--- src/rtl/binary_to_gray_counter.sv ---
// Up/down binary counter with a registered Gray-code mirror and a one-cycle wrap pulse.
// Load has priority over count enable; both binary and Gray outputs come straight from flops.
module binary_to_gray_counter #(
  parameter int unsigned WIDTH = 4
) (
  input  logic             clk,
  input  logic             rst_n,
  input  logic             en,
  input  logic             up_dn,
  input  logic             load,
  input  logic [WIDTH-1:0] load_val,
  output logic [WIDTH-1:0] bin_out,
  output logic [WIDTH-1:0] gray_out,
  output logic             wrap
);

  localparam logic [WIDTH-1:0] ALL_ONES = {WIDTH{1'b1}};
  localparam logic [WIDTH-1:0] ONE      = WIDTH'(1);

  logic [WIDTH-1:0] bin_next;
  logic [WIDTH-1:0] gray_next;
  logic             wrap_next;

  // Next count: load > step > hold; wrap flags only a step across the 0 / all-ones seam
  always_comb begin
    bin_next  = bin_out;
    wrap_next = 1'b0;
    if (load) begin
      bin_next = load_val;
    end else if (en) begin
      if (up_dn) begin
        bin_next  = bin_out + ONE;
        wrap_next = (bin_out == ALL_ONES);
      end else begin
        bin_next  = bin_out - ONE;
        wrap_next = (bin_out == '0);
      end
    end
    gray_next = bin_next ^ (bin_next >> 1);
  end

  always_ff @(posedge clk or negedge rst_n) begin
    if (!rst_n) begin
      bin_out  <= '0;
      gray_out <= '0;
      wrap     <= 1'b0;
    end else begin
      bin_out  <= bin_next;
      gray_out <= gray_next;
      wrap     <= wrap_next;
    end
  end

endmodule
--- config.mk ---
export PLATFORM = sky130hd
export DESIGN_NAME = binary_to_gray_counter
export DESIGN_NICKNAME = d
export VERILOG_FILES = /design/src/rtl/binary_to_gray_counter.sv
export SDC_FILE = /design/constraint.sdc
export NUM_CORES = 1
export LEC_CHECK = 0
export ABC_AREA = 1
export CORE_MARGIN = 3
export CORE_UTILIZATION = 37
export CTS_CLUSTER_DIAMETER = 150
export CTS_CLUSTER_SIZE = 28
export DETAILED_ROUTE_END_ITERATION = 10
export HOLD_SLACK_MARGIN = 0.03
export PLACE_DENSITY = 0.7
export SETUP_SLACK_MARGIN = 0.15
export SYNTH_ARGS = -nofsm -noshare
export SYNTH_HDL_FRONTEND = slang
export SYNTH_SLANG_ARGS = --single-unit
--- constraint.sdc ---
create_clock -name clk -period 1.4 [get_ports clk]
set_input_delay 0.28 -clock clk [delete_from_list [all_inputs] [get_ports clk]]
set_output_delay 0.28 -clock clk [all_outputs]
set_load 0.01 [all_outputs]
==> results.cfg <==
[outcome]
status = finished, violations left
violations = negative setup slack

[final_layout]
n_antenna_cell = 0
drive_gt1_frac = 0.3978
finalInstanceArea_sq_um = 837.1
area_delta_synth_final_pct = 72.87
fin_nets = 107

[clock_tree]
cts_tree = built
root_buffer = clkbuf_4
clockBufferDepth = 2
cts_buffers = 3
h-tree-depth = 1
worstSkewPairLatency_ns = 0.25
clock_sink_count = 8
clk_pin_slew_ns = 0.05

[sta]
post-route-min-period_ns = 1.473
rsz0062_at_grt = true
finalSetupViolations = 3
slew_headroom = 0.7697
fin_ws_ns = -0.07262
hold_viol_final = 0
fmax_mhz = 679.1
fin_hold_ws_ns = 0.3006
skew_ns = 0.005500
finalCritPeriodShare = 1.052
tightest_slew_ns = 0.3444
slew_viol_final = 0

[placement]
place_congestion = 0.7573
dp_slack_ns = -0.5965
dp_hpwl_um = 889.5
dpl_cell_area_sq_um = 767.0
io_buffers = 17

[floorplan]
die-area_sq_um = 1779
start_util = 0.4135
chipHeight_um = 42.18
core_sq_um = 1171
top_level_ports = 18
num_rows = 12
dieWidth_um = 42.18

[route]
viasPerCell = 4.607
drcViolationCount = 0
postRouteAntennaNets = 0
drt_iter0_markers = 10
routedWlPerCell_um = 10.45
firstDrtPassIters = 3
vias = 493
wl_um = 1118

[setup_path]
slowest_delay_ns = 0.42
worst-setup-path-type = flip-flop to flip-flop
cp_top_family = adder cells
cp.required_ns = 1.52
r2r_start = bin_out[0]
endpoint_kind = flip-flop
crit_slowest_cell = fa_1
ff2ff_path_depth = 6
cp-start-kind = flip-flop
path_buf_inv = 0
r2r_end = gray_out[1]
reg2reg_slack_ns = -0.07
crit_arrival_ns = 1.59
critical_path.max_fanout = 3
path_cells = fa_1 -> a21oi_1 -> o21ai_1 -> nand2_1 -> o21ai_2 -> xor2_1

[global_routing]
grt_pass1_wl_um = 1890
antenna_found_initial = 0
first_global_vias = 457
grt_overflow = 0
grt.total_usage = 0.1410
grt_max_degree = 9

[logic_synthesis]
syn-num-nets = 72
yosys-top-cells-area = dfrtp_1 (41%), nand2_1 (13%), ha_1 (5.2%)
yosysUniqueCellTypes = 20
netlist_top_cells_count = nand2_1 (17), dfrtp_1 (8), inv_1 (5), inv_2 (5)
synthCells = 60
synth_top_area_share = 0.4134
yosysWarnings = 0
yosysSeqAreaShare = 0.4134
syn_area_sq_um = 484.2
synth_edf_count = 0
avgSynthCellArea_sq_um = 8.070
yosysTopAreaCell = dfrtp_1
synthArstFlopShare = 1.000
synth_most_common_cell = nand2_1
ys_ff_latch = 8
synth-main-ff-cell = dfrtp_1

[power]
p_per_area_nw_per_um2 = 940.7
p_leak_nw = 0.4202
vdd_ir_drop_max_v = 0.0007429

[worst_hold_path]
hold_class = primary input to asynchronous set/reset pin

[job]
cap_violations = 0
final cells by class:
class / instances / area [sq um]
clock buffers: 3 / 22.52
fillers: 88 / 334.1
inverters: 10 / 37.54
multi-input cells: 41 / 274.0
flip-flops and latches: 8 / 203.9
well taps: 14 / 17.52
repair buffers: 31 / 281.5
registers in the layout (all words and copies together), names as in the netlist:
signal    cells
gray_out      3
bin_out       4
wrap          1
worst register-to-register path, stage by stage, from the launching register on:
cell and delay [ns]:
dfrtp_2 0.41, fa_1 0.42, a21oi_1 0.15, o21ai_1 0.07
nand2_1 0.07, o21ai_2 0.09, xor2_1 0.15
worst max-delay path by stage:
stage	startpoint	endpoint	slack, ns	depth (start not counted)
after global placement	up_dn	gray_out[2]	-0.57	11
after global routing	bin_out[0]	gray_out[1]	-0.14	6
after floorplan	bin_out[0]	gray_out[1]	-0.09	6
after detailed placement	up_dn	gray_out[2]	-0.60	11
after CTS	bin_out[0]	gray_out[1]	-0.08	6
final	bin_out[0]	gray_out[1]	-0.07	6
timing repair:
item | 4_1_cts | 5_1_grt
hold buffers | 0 | 0
gates resized for setup | 25 | 6
setup endpoints to repair | 15 | 9
pin swaps | 8 | 3
setup buffers | 4 | 0
cell usage in the layout (no fill, tap or decap):
| cell type | n |
|---|---|
| dlygate4sd2_1 | 4 |
| dfrtp_2 | 3 |
| buf_6 | 3 |
| clkdlybuf4s15_1 | 3 |
| o21a_2 | 1 |
| inv_1 | 4 |
| nand2_2 | 2 |
| nand2_1 | 15 |
| ha_4 | 2 |
| dfrtp_1 | 5 |
| nor3_1 | 2 |
| buf_4 | 11 |
| or2_1 | 1 |
| a41oi_1 | 1 |
| clkdlybuf4s50_1 | 7 |
| nand3_1 | 2 |
| inv_2 | 6 |
| a21oi_1 | 3 |
| clkbuf_4 | 3 |
| or2_2 | 1 |
| o211ai_1 | 1 |
| buf_12 | 1 |
| nand3_2 | 1 |
| fa_1 | 1 |
| buf_2 | 2 |
| xor2_1 | 2 |
| nor2_1 | 2 |
| o21ai_2 | 1 |
| xnor2_1 | 1 |
| o21ai_1 | 2 |
layer usage:
layer / part of all wire / wire, um / vias up / track usage
li1: - / - / 258 / -
met1: 0.42 / 465 / 216 / 0.1600
met2: 0.51 / 570 / 19 / 0.2340
met3: 0.073 / 82 / 0 / 0.06867
met4: 0 / 0 / 0 / 0.03727
met5: 0 / 0 / - / 0
cell families (layout without fill, tap and decap cells):
kind of cell               after synthesis  count (layout)  share of synthesized area
AOI/OAI and AO/OA                        9               9                     0.1215
xor gates and xnor gates                 3               3                    0.05427
adders and majority gates                3               3                    0.09302
buffers and inverters                   11              44                    0.09304
DFF                                      8               8                     0.4134
and+or+nand+nor                         26              26                     0.2248
through the flow:
stage	power, W	std cells	utilization	setup TNS [ns]
after global placement	0.0006106	100	0.6549	-3.036
final	0.0007874	107	0.7147	-0.1618
after CTS	0.0007837	107	0.6977	-0.1811
after global routing	0.0008552	107	0.7147	-0.3863
after floorplan	0.0004449	60	-	-0.1902
after detailed placement	0.0006165	100	0.6549	-3.134
power breakdown:
group	leakage (nW)	total [W]	switching [W]	internal (W)
Clock	0.0138	0.000167	0.0000691	0.0000974
Sequential	0.0924	0.000289	0.0000196	0.000269
Combinational	0.314	0.000332	0.000155	0.000177
Note: power is estimated with default switching activity, not from simulation.
